--- src/rtl/proj_frag_collector.sv ---
// proj_frag_collector: reassembles LSB-first FRAG_PART-bit slices into FRAG_LEN-bit fragments and queues {index, fragment} records.
// Define PROJ_COLLECT_IDX_CHECK_EN to add the sticky idx_err index-consistency flag.
module proj_frag_collector #(
    parameter int FRAG_LEN   = 8,
    parameter int FRAG_PART  = 2,
    parameter int INDICE_LEN = 5,
    parameter int DEPTH      = 4
) (
    input  logic                    clk,
    input  logic                    rst_n,
    input  logic                    in_valid,
    input  logic [INDICE_LEN-1:0]   in_index,
    input  logic [FRAG_PART-1:0]    in_gfm,
    output logic                    out_valid,
    input  logic                    out_ready,
    output logic [INDICE_LEN-1:0]   out_index,
    output logic [FRAG_LEN-1:0]     out_fragment,
    output logic [$clog2(DEPTH):0]  out_count,
    output logic                    overflow
`ifdef PROJ_COLLECT_IDX_CHECK_EN
    ,
    output logic                    idx_err
`endif
);
    localparam int FRAG_PARTS_COUNT = FRAG_LEN / FRAG_PART;
    localparam int PART_BITS = (FRAG_PARTS_COUNT > 1) ? $clog2(FRAG_PARTS_COUNT) : 1;
    localparam int PW = $clog2(DEPTH);
    localparam int CW = PW + 1;
    localparam logic [PART_BITS-1:0] LAST = PART_BITS'(FRAG_PARTS_COUNT - 1);

    logic [PART_BITS-1:0]  part_q, part_d;
    logic [FRAG_LEN-1:0]   asm_q, asm_d, asm_mix;
    logic [INDICE_LEN-1:0] idx_q, idx_d, rec_idx;
    logic [PW-1:0]         wr_q, wr_d, rd_q, rd_d;
    logic [CW-1:0]         cnt_q, cnt_d;
    logic                  ovf_q, ovf_d;
    logic                  done, first, full, pop, push;
    logic [INDICE_LEN-1:0] mem_idx [DEPTH];
    logic [FRAG_LEN-1:0]   mem_frag [DEPTH];

    always_comb begin
        asm_mix = asm_q;
        asm_mix[FRAG_PART*int'(part_q) +: FRAG_PART] = in_gfm;
    end

    assign first   = (part_q == '0);
    assign done    = in_valid & (part_q == LAST);
    assign part_d  = in_valid ? (done ? '0 : part_q + PART_BITS'(1)) : part_q;
    assign asm_d   = in_valid ? asm_mix : asm_q;
    assign idx_d   = (in_valid && first) ? in_index : idx_q;
    // A single-slice fragment completes on its first beat, so the live index is used.
    assign rec_idx = first ? in_index : idx_q;

    assign full  = (cnt_q == CW'(DEPTH));
    assign pop   = out_valid & out_ready;
    assign push  = done & (~full | pop);
    assign wr_d  = push ? wr_q + PW'(1) : wr_q;
    assign rd_d  = pop ? rd_q + PW'(1) : rd_q;
    assign cnt_d = cnt_q + CW'(push) - CW'(pop);
    assign ovf_d = ovf_q | (done & full & ~pop);

    always_ff @(posedge clk) begin
        if (!rst_n) begin
            part_q <= '0;
            asm_q  <= '0;
            idx_q  <= '0;
            wr_q   <= '0;
            rd_q   <= '0;
            cnt_q  <= '0;
            ovf_q  <= 1'b0;
        end else begin
            part_q <= part_d;
            asm_q  <= asm_d;
            idx_q  <= idx_d;
            wr_q   <= wr_d;
            rd_q   <= rd_d;
            cnt_q  <= cnt_d;
            ovf_q  <= ovf_d;
        end
    end

    always_ff @(posedge clk) begin
        if (rst_n && push) begin
            mem_idx[wr_q]  <= rec_idx;
            mem_frag[wr_q] <= asm_mix;
        end
    end

    // Storage is not reset, so the head is masked while the FIFO is empty.
    assign out_valid    = (cnt_q != '0);
    assign out_index    = out_valid ? mem_idx[rd_q] : '0;
    assign out_fragment = out_valid ? mem_frag[rd_q] : '0;
    assign out_count    = cnt_q;
    assign overflow     = ovf_q;

`ifdef PROJ_COLLECT_IDX_CHECK_EN
    logic ierr_q, ierr_d;
    assign ierr_d = ierr_q | (in_valid & ~first & (in_index != idx_q));
    always_ff @(posedge clk) begin
        if (!rst_n) ierr_q <= 1'b0;
        else        ierr_q <= ierr_d;
    end
    assign idx_err = ierr_q;
`endif
endmodule
--- config.mk ---
export PLATFORM = sky130hd
export DESIGN_NAME = proj_frag_collector
export DESIGN_NICKNAME = d
export VERILOG_FILES = /design/src/rtl/proj_frag_collector.sv
export SDC_FILE = /design/constraint.sdc
export NUM_CORES = 1
export LEC_CHECK = 0
export ABC_AREA = 1
export CORE_ASPECT_RATIO = 0.9
export CORE_UTILIZATION = 62
export DETAILED_ROUTE_END_ITERATION = 7
export PLACE_DENSITY_LB_ADDON = 0.05
export SLEW_MARGIN = 40
export SYNTH_ARGS = -nofsm -noshare
export SYNTH_HDL_FRONTEND = slang
export SYNTH_SLANG_ARGS = --single-unit
--- constraint.sdc ---
create_clock -name clk -period 4.48 [get_ports clk]
set_input_delay 0.448 -clock clk [delete_from_list [all_inputs] [get_ports clk]]
set_output_delay 0.448 -clock clk [all_outputs]
set_load 0.02 [all_outputs]
After elaboration in Yosys (flattened, before gate mapping)
Memories as Yosys holds them, arrays and structs flattened. A register that Yosys moved wholly into a read port is not among the register bits. Index checks and enable logic that the tools add are counted.

Add/subtract/negate cells: 6. Equal/unequal tests: 2. Shifts and indexed selects: 2. Muxes and demuxes: 11. Bitwise logic cells: 9. Reductions and logical operators: 4.

Operator list (count): negator 3 -> 33 bit (1); variable shift 2 x 33 -> 8 bit (first input constant) (1); indexed part select 2 x 33 -> 8 bit (1); 2-to-1 mux 2 bit (5); 2-to-1 mux 5 bit (2); bitwise mux 8 bit (1); 2-to-1 mux 8 bit (1); adder 2 x 1 -> 2 bit (second input constant) (3); AND 1 bit (5); adder 3 x 1 -> 3 bit (1); equality test 3 bit (second input constant) (1); nonzero test 3 bit (1); subtractor 3 x 1 -> 3 bit (1); equality test 2 bit (second input constant) (1); logical AND 1 bit (2); logical NOT 2 bit (1); 2-to-1 mux 1 bit (2); NOT 1 bit (2); OR 1 bit (2).

Register bits: 23. Bits in writable memories: 52. Bits of input ports: 11. Output and inout port bits: 18. Memories: 2.

Memory list: mem_frag (depth 4, width 8, rd ports 1, clocked after Yosys merged registers in 1, wr ports 1, RTL line 39) `logic [FRAG_LEN-1:0] mem_frag [DEPTH];`; mem_idx (depth 4, width 5, rd ports 1, clocked after Yosys merged registers in 1, wr ports 1, RTL line 38) `logic [INDICE_LEN-1:0] mem_idx [DEPTH];`.

Logic depth before layout (Yosys ltp)
Gate-level depths: netlist (run 1).

Depth in word-level cells: 7. Mapped depth: 10.

Least setup slack after synthesis (run 1)
Ideal clock, no wire load.

Path kind: register to register. Start point: register cnt_q[1] (netlist: out_count[1]). End point: register cnt_q[2] (netlist: out_count[2]). Library setup time: 117 ps. Data arrival time: 1864 ps. Setup slack: 2499 ps. Stages on the path, launching flop included: 11. Path buffers: 0. Clock period less this slack: 1981 ps. Cells stage by stage: dfxtp_1 -> nor2_4 -> nand2_2 -> nand2_1 -> inv_1 -> ha_1 -> inv_1 -> ha_1 -> fa_1 -> xor2_1 -> nor2_1.

Word-level cells in the longest chain between the ends: 6. Elaborated cells between the ends (all ways): 8.

Ends and longest elaborated chain: from (decl) (RTL line 35) `logic [CW-1:0] cnt_q, cnt_d;`; from (signal assigned) (RTL line 77) `cnt_q <= cnt_d;`; nonzero test 3 bit * (RTL line 90) `assign out_valid = (cnt_q != '0);`; via out_valid (RTL line 14) `output logic out_valid,`; AND 1 bit * (RTL line 55) `assign pop = out_valid & out_ready;`; via pop (RTL line 37) `logic done, first, full, pop, push;`; OR 1 bit (RTL line 56) `assign push = done & (~full | pop);`; AND 1 bit (RTL line 56); adder 3 x 1 -> 3 bit (RTL line 59) `assign cnt_d = cnt_q + CW'(push) - CW'(pop);`; subtractor 3 x 1 -> 3 bit * (RTL line 59).

Mark *: on every way through the listed nets, which the timed path passes. The rest lies on a longest branch. A chain may end at the register's enable or synchronous reset.

==> impl.org, run 1 <==
** Critical path
- Cell at the slowest stage of the critical path :: sky130_fd_sc_hd__clkdlybuf4s50_1
- Internal reg-to-reg setup slack :: about 2.1 ns
- The startpoint identified for the worst register-to-register timing path is part_q[0].
- Data on the critical path arrives at its endpoint at 2.49 ns.
- The worst setup path is launched from a flop.
- Data required, critical path :: just over 4 ns
- For this run, the slowest stage of the critical path takes between 0.6 and 0.7 ns.
- Counting buffers and inverters, the worst setup path is 5 cells deep.
- The most critical setup path has its endpoint at out_fragment[7].
- Critical path peak fanout :: 26
- STA classifies the critical path endpoint as a primary output.
- Endpoint of the lowest-slack register-to-register path :: out_count[2]
- Critical path class :: flop to primary output
- Kind of cell adding the most delay to the critical path :: buffers and inverters
- Measured in cells, the most critical reg-to-reg path has a length of 10.
- The critical path contains buffers and inverters numbering 3 combined.
- Ordered list of cells on the worst path :: buf_4 > inv_2 > o21ai_0 > a21oi_1 > clkdlybuf4s50_1

** Synth
- The Yosys step of the flow raised 0 warnings.
- Synthesis produced a netlist with a net count of 391.
- Summed over its instances, the top area cell type makes up between 40 and 50% of the synthesized netlist area.
- Of all cell types, the one taking the most synthesized area is sky130_fd_sc_hd__edfxtp_1.
- Synthesis handed over a netlist of about 370 instances.
- Number of different library cells in the post-synthesis netlist :: 23
- Counting flops and latches in the post-synthesis netlist gives between 70 and 80.
- Syn avg cell area :: ~9.4 um2
- Summing the sequential cell areas from Yosys gives between 50 and 60% of the chip area.
- Top area cells in the synthesized netlist :: sky130_fd_sc_hd__edfxtp_1, sky130_fd_sc_hd__dfxtp_1, sky130_fd_sc_hd__nor2_1
- Summing every instance area after synthesis gives between 3000 and 4000 um2.

** Route
- The first detailed-routing pass ran for 4 iterations.
- Number of violations reported at the end of detailed-routing iteration 0 :: 241
- In the routed layout, each cell is associated on average with a via count of between 5 and 6.
- In this run the remaining antenna-violating nets after routing total 0.
- Wire per inst :: 14.0 um
- Drc violations :: 0
- Total number of vias :: ~2500
- After detailed routing, the total wire length is around 6.5 mm.

** Placement
- During placement, the flow inserted port buffers numbering 28.
- Before CTS, the worst setup slack after placement is 1.45 ns.
- Cell Area, Placed :: 3760 um2
- Once detailed placement completed, the half-perimeter wirelength came to between 4 and 5 mm.
- At the end of routability-driven placement, the weighted congestion stood at between 0.8 and 0.9.

** Global route
- Gr usage total :: ~24%
- Via count of the first global-routing pass :: about 2300
- Global-route wire length before repair :: approximately 10 mm
- Entering global routing, the biggest net connects 27 pins.
- Summed over all layers, the global routing overflow is 0.
- The number of antenna violations at the first check in global routing came to 0.

** Clock network
- Clock tree from TritonCTS :: done
- The clock passes through at most 2 buffers.
- In this run the number of H-tree levels came out at 3.
- The tree is rooted in a sky130_fd_sc_hd__clkbuf_8.
- CTS saw 77 sinks.
- The number of setup buffers added after CTS is 0.
- Cts-stage hold buffer count :: 0
- Clock-pin slew was measured on the worst setup and hold paths at approximately 0.080 ns.
- Number of resized instances in the post-cts repair step :: 0
- Num CTS Buffers :: 9
- Insertion delay to the later sink of the worst-skew pair :: roughly 0.35 ns

** Power and ir drop
- For this design the static power due to leakage is 1.59 nW.
- Share of total power in sequential cells :: 39.5%
- Summed over all nets, the switching power comes to about 0.7 mW.
- In this run the power density over the cells is roughly 530 nW/um2.
- The completed layout was analyzed and its total power is approximately 2.1 mW.
- The share of total power dissipated in combinational logic is around a third.
- Cell internal power was estimated by the tool at 1.43 mW.
- In this run switching power makes up between 30 and 40% of total power.
- In this run, the clock network consumes between 20% and 30% of the power.
- Maximum vdd drop :: about 0.00041 V

** Floorplanning
- The initial utilization of the core area, before any placement, comes to about two thirds.
- The die is ~73 um tall.
- During I/O placement, the number of pins put on the boundary was 29.
- Overall die area :: 5910 um2
- Row generation in the floorplan step produced 25 rows.
- Die X-Extent :: roughly 81 um
- The floorplan step defined a core boundary enclosing between 5000 and 6000 um2.

** STA
- The worst pin sits at a relative slew slack of 55.3%.
- Across all setup checks in the final design, the least slack found is between 1.5 and 2 ns.
- Adding up every negative setup slack in the final design gives 0 ns.
- Worst Tran Pin Value :: between 0.6 and 0.7 ns
- Count of endpoints failing setup in the final report :: 0
- Timing would allow up to ~340 MHz.
- Final critical path time including I/O delays and setup :: 2.94 ns
- Clock skew :: roughly 0.0055 ns
- Setup repair after global routing left no endpoint under its margin.
- Post-route clock period utilization :: 65.6%
- Count of endpoints failing hold in the final timing report :: 0
- The max-slew violation count was 0.

** Finish
- For this run, the post-layout net count is 420.
- The top cell types in the final layout, fill and taps aside, are sky130_fd_sc_hd__nor2_1, sky130_fd_sc_hd__edfxtp_1, sky130_fd_sc_hd__nand2_1.
- Antenna cells :: 0
- Relative area change from synthesis to final layout :: 15.1%
- The library cell used most frequently in the layout, excluding fill and tap cells, is sky130_fd_sc_hd__nor2_1.
- The post-route netlist has approximately 8.0% of its cells at a drive strength greater than 1.
- Number of filler cells placed in the layout :: around 380
- After routing the design area is approximately 4000 um2.

** Flow run
- Max-cap violations in this run came to 0.

** Hold path
- Hold crit path type :: flop to flop
- Hold_sp :: idx_q[0]

** Run status
- Run status :: finished clean
==> how the worst min path moves through the flow <==
stage	endpoint	slack, ns	depth (start not counted)
floorplan	idx_q[0]	0.42	2
global placement	idx_q[0]	0.43	2
detailed placement	idx_q[0]	0.44	2
CTS	idx_q[0]	0.45	2
global route	idx_q[2]	0.49	2
finish	idx_q[0]	0.46	2
==> logic make-up after synthesis <==
kind of cell / share of synthesized area, %
and+or+nand+nor: 17.9
DFF: 59.3
AOI/OAI and AO/OA: 9.76
buffers and inverters: 8.17
adders and majority gates: 4.54
xor gates and xnor gates: 0.252
==> worst min-delay path, delay by kind of cell (launching register included) <==
kind	cells	cell delay (ns)
flip-flops	1	0.31
AO/OA/AOI/OAI	1	0.05
buffers and inverters	1	0.06
==> power groups by stage <==
stage	Sequential [mW]	Combinational, mW	Clock, mW
CTS	0.843	0.673	0.622
floorplan	0.850	0.451	0
global route	0.847	0.731	0.650
finish	0.843	0.670	0.621
detailed placement	0.859	0.671	0
global placement	0.858	0.656	0
==> sequential cells by signal (all words and copies together) (netlist names), named ones only <==
signal	cells
idx_q	5
mem_idx	20
rd_q	2
asm_q	8
wr_q	2
overflow	1
part_q	2
out_count	3
mem_frag	32
==> routing by layer <==
layer	up-vias	track usage (%)	routed length, um
met4	0	16.5	191
li1	1255	-	-
met2	88	39.3	3230
met5	-	0	0
met1	1169	30.4	2710
met3	17	3.75	420
==> stage by stage <==
stage	hold slack (ns)	cells	util [%]
final	0.458	469	75.2
after CTS	0.451	469	75.2
after global routing	0.485	469	75.2
after floorplan	0.424	368	-
after global placement	0.435	453	70.7
after detailed placement	0.439	453	70.7
==> final cells by class <==
cell class / instances / area (um2) / share of cell area, %
Tap cell: 67 / 83.8 / 2.10
Inverter: 46 / 173 / 4.32
Clock buffer: 9 / 124 / 3.10
Clock inverter: 7 / 114 / 2.85
Sequential cell: 77 / 2060 / 51.6
Timing Repair Buffer: 32 / 310 / 7.76
Multi-Input combinational cell: 231 / 1130 / 28.3
==> synthesized netlist by cell type (all sizes together) <==
| cell | instances |
|---|---|
| nor2 | 81 |
| edfxtp | 52 |
| nand2 | 49 |
| inv | 46 |
| o21ai | 38 |
| a21oi | 26 |
| dfxtp | 25 |
| nand3 | 21 |
| buf | 14 |
| ha | 11 |
| a211oi | 1 |
| fa | 1 |
| nand4 | 1 |
| or2 | 1 |
| xor2 | 1 |
Note: power is estimated with default switching activity, not from simulation.
==> inputs of run 2 (changes only) <==
- CORE_UTILIZATION: 62 -> 52
- clock period: 4.48 -> 2.6 ns (I/O delays scaled with it)
==> run 2 against run 1 <==
Compared with the run above:
- flip-flop and latch count is the same
- cell area increased by 1.1%
- setup slack lost 1.3 ns
- wire length increased by 3.0%
- clock power rose by 57%
- highest routed layer unchanged
==> impl.org, run 2 (synthesized netlist as in run 1, its figures left out) <==
** Finish
- The number of flip-flops under the largest register name came to 32 (unchanged).
- Relative area change from synthesis to final layout :: 16.3% (was 15.1%)
- The most frequent standard cell in the layout excluding fill and tap cells is sky130_fd_sc_hd__nor2_1 (unchanged).
- Core Util, Final :: 64.3% (was 75.2%)
- The register ranked first by flip-flop count is mem_frag (unchanged).
- Regs by FF count :: mem_frag x32, mem_idx x20, asm_q x8 (unchanged)
- Final net count :: 426 (was 420)
- The fraction of final layout cells sized beyond drive strength 1 was 9.07% (was 7.96%).
- Number of filler cells placed in the layout :: 539 (was 377)
- Highest-count cells in the layout ignoring fill and taps: sky130_fd_sc_hd__nor2_1, sky130_fd_sc_hd__edfxtp_1, sky130_fd_sc_hd__nand2_1 (unchanged).
- Antenna cells :: 0 (unchanged)

** Clock network
- The clock net sink count is 77 (unchanged).
- The maximum buffer depth of the clock tree was 2 (unchanged).
- Number of resized instances in the post-cts repair step :: 0 (unchanged)
- Clock tree from TritonCTS :: done (unchanged)
- The total of hold buffers inserted after clock tree synthesis was 0 (unchanged).
- Clock root cell :: sky130_fd_sc_hd__clkbuf_8 (unchanged)
- The number of H-tree levels is 3 (unchanged).
- The post-CTS setup repair buffer count came to 0 (unchanged).
- The number of CTS-inserted buffers came to 9 (unchanged).
- Insertion delay to the later sink of the worst-skew pair :: 0.34 ns (was 0.35 ns)
- The clock-pin slew on the worst setup and hold paths was 0.08 ns (about the same).

** Placement
- Post-DP HPWL :: 4.35 mm (was 4.39 mm)
- The number of buffers inserted by port buffering was 28 (unchanged).
- GP Congestion :: 0.824 (was 0.820)

** Global route
- Congestion Overflow GR :: 0 (unchanged)
- The global-route wire length before repair is 11.0 mm (was 10.3 mm).
- Gr usage total :: 21.7% (was 24.4%)
- The largest net degree at the start of global routing came to 27 (unchanged).
- The number of global-route vias before repair is 2318 (was 2315).
- Antenna violations before repair :: 0 (unchanged)

** STA
- Clock skew :: 0.00783 ns (was 0.00554 ns)
- Timing would allow up to approximately 420 MHz.
- Setup repair after global routing missed its margin :: no (unchanged)
- In the finished design, the share of the clock period the worst path needs comes to between 90% and 100%.
- Final number of max-transition violations :: 0 (unchanged)
- The number of endpoints failing setup at the final stage is 0 (unchanged).
- Worst Tran Pin Value :: 0.584 ns (was 0.669 ns)
- The routed design could run at a clock period as short as around 2.4 ns.
- The worst hold slack was 0.451 ns (was 0.458 ns).
- Count of endpoints failing hold in the final timing report :: 0 (unchanged)
- The relative slew slack came to 61.1% (was 55.3%).
- The accumulated negative setup slack is 0 ns (unchanged).

** Route
- The post-detailed-route via-to-cell ratio is 5.00 (was 5.39).
- The DRC violation count after routing is 0 (unchanged).
- The DRC violation total after the first TritonRoute iteration is 128 (was 241).
- DRT Wirelength :: 6.75 mm (was 6.55 mm)
- The routed wirelength normalized by instance count was 13.6 um (was 14.0 um).
- Total number of vias :: 2476 (was 2529)
- The final antenna-violating net count was 0 (unchanged).
- Detailed Routing Iterations Pass 1 :: 4 (unchanged)

** Floorplanning
- Overall die area :: 7010 um2 (was 5910 um2)
- The initial standard-cell utilization of the core was 55.3% (was 65.3%).
- Area of the core :: 6280 um2 (was 5320 um2)
- The top-level port count came to 29 (unchanged).
- Die X-Extent :: 88.2 um (was 80.9 um)
- The row count was 27 (was 25).
- Die height :: 79.6 um (was 73.0 um)

** Hold path
- The worst hold path startpoint is idx_q[4] (was idx_q[0]).
- The class of the most critical hold timing path is flop to flop (unchanged).
- The hold-critical path endpoint is idx_q[4] (was idx_q[0]).
- The depth of the worst hold-timing path is 2 (unchanged).

** Critical path
- The kind of start point of the critical path was a flop (unchanged).
- Crit path capture type :: primary output (unchanged)
- Critical path arrival :: 2.13 ns (was 2.49 ns)
- Reg2Reg Launch Point :: part_q[1] (was part_q[0])
- The required time of the worst setup path is 2.34 ns (was 4.03 ns).
- The worst reg2reg path depth was 10 (unchanged).
- Critical path peak fanout :: 14 (was 26)
- The terminus of the critical flop-to-flop path was out_count[2] (unchanged).
- The register-to-register path setup slack is 0.49 ns (was 2.11 ns).
- The kind of critical path is flop to primary output (unchanged).

** Flow run
- The max-capacitance violation count came to 0 (unchanged).

** Run status
- Run status: finished clean (unchanged).

** Power and ir drop
- PnR Total Power :: 3.60 mW (was 2.13 mW)
- The power per unit of standard cell area was 891 nW/um2 (was 534 nW/um2).
- The worst vdd rail ir drop is 0.000633 V (was 0.000407 V).
- LEAKAGE :: 1.62 nW (was 1.59 nW)
## run 2: cell count changes in the layout (fill, tap and decap cells not counted), sizes merged
cell      before  now
clkinv         2    4
bufinv         3    2
clkinvlp       2    0
buf            4   10
clkbuf         9   10
## run 2: worst max path at each step
stage                       to         start  cells after the start
2_1_floorplan     out_count[2]  out_count[1]                     10
3_3_place_gp      out_count[2]      in_valid                     10
3_5_place_dp      out_count[2]      in_valid                     10
4_1_cts        out_fragment[7]          flop                      6
5_1_grt           out_index[2]          flop                      4
6_report       out_fragment[7]          flop                      6
## run 2: power by group
group          switching (mW)  internal [mW]
combinational           0.720          0.480
clock                   0.434          0.541
sequential             0.0577           1.37
## run 2: stage by stage
step           cells  worst slack [ns]  instance area (um2)
6_report         495             0.209                 4040
5_1_grt          495             0.109                 4040
4_1_cts          495             0.188                 4040
3_5_place_dp     479             0.290                 3830
3_3_place_gp     479             0.352                 3830
2_1_floorplan    368             0.619                 3470
## run 2: final cells by class
type | count | area (um2) | area share (%)
flip-flops and latches | 77 | 2060 | 51.0
inverters | 46 | 173 | 4.27
well taps | 87 | 109 | 2.69
clock buffers | 10 | 128 | 3.16
repair buffers | 38 | 355 | 8.79
clock inverters | 6 | 87.6 | 2.17
multi-input cells | 231 | 1130 | 27.9
## run 2: critical path, stage by stage, from the launching register on
cell	delay (ns)
sky130_fd_sc_hd__dfxtp_1	0.47
sky130_fd_sc_hd__buf_4	0.26
sky130_fd_sc_hd__nor2_1	0.07
sky130_fd_sc_hd__nor2_1	0.08
sky130_fd_sc_hd__o21ai_0	0.08
sky130_fd_sc_hd__a21oi_1	0.19
sky130_fd_sc_hd__clkdlybuf4s50_1	0.63
## run 2: layer usage
layer / track usage (%) / up-vias / share of wire, % / wire, um
li1: - / 1269 / - / -
met1: 27.0 / 1148 / 46 / 3130
met2: 36.1 / 54 / 48 / 3220
met3: 6.20 / 5 / 5.1 / 341
met4: 7.10 / 0 / 0.74 / 50
met5: 0 / - / 0 / 0
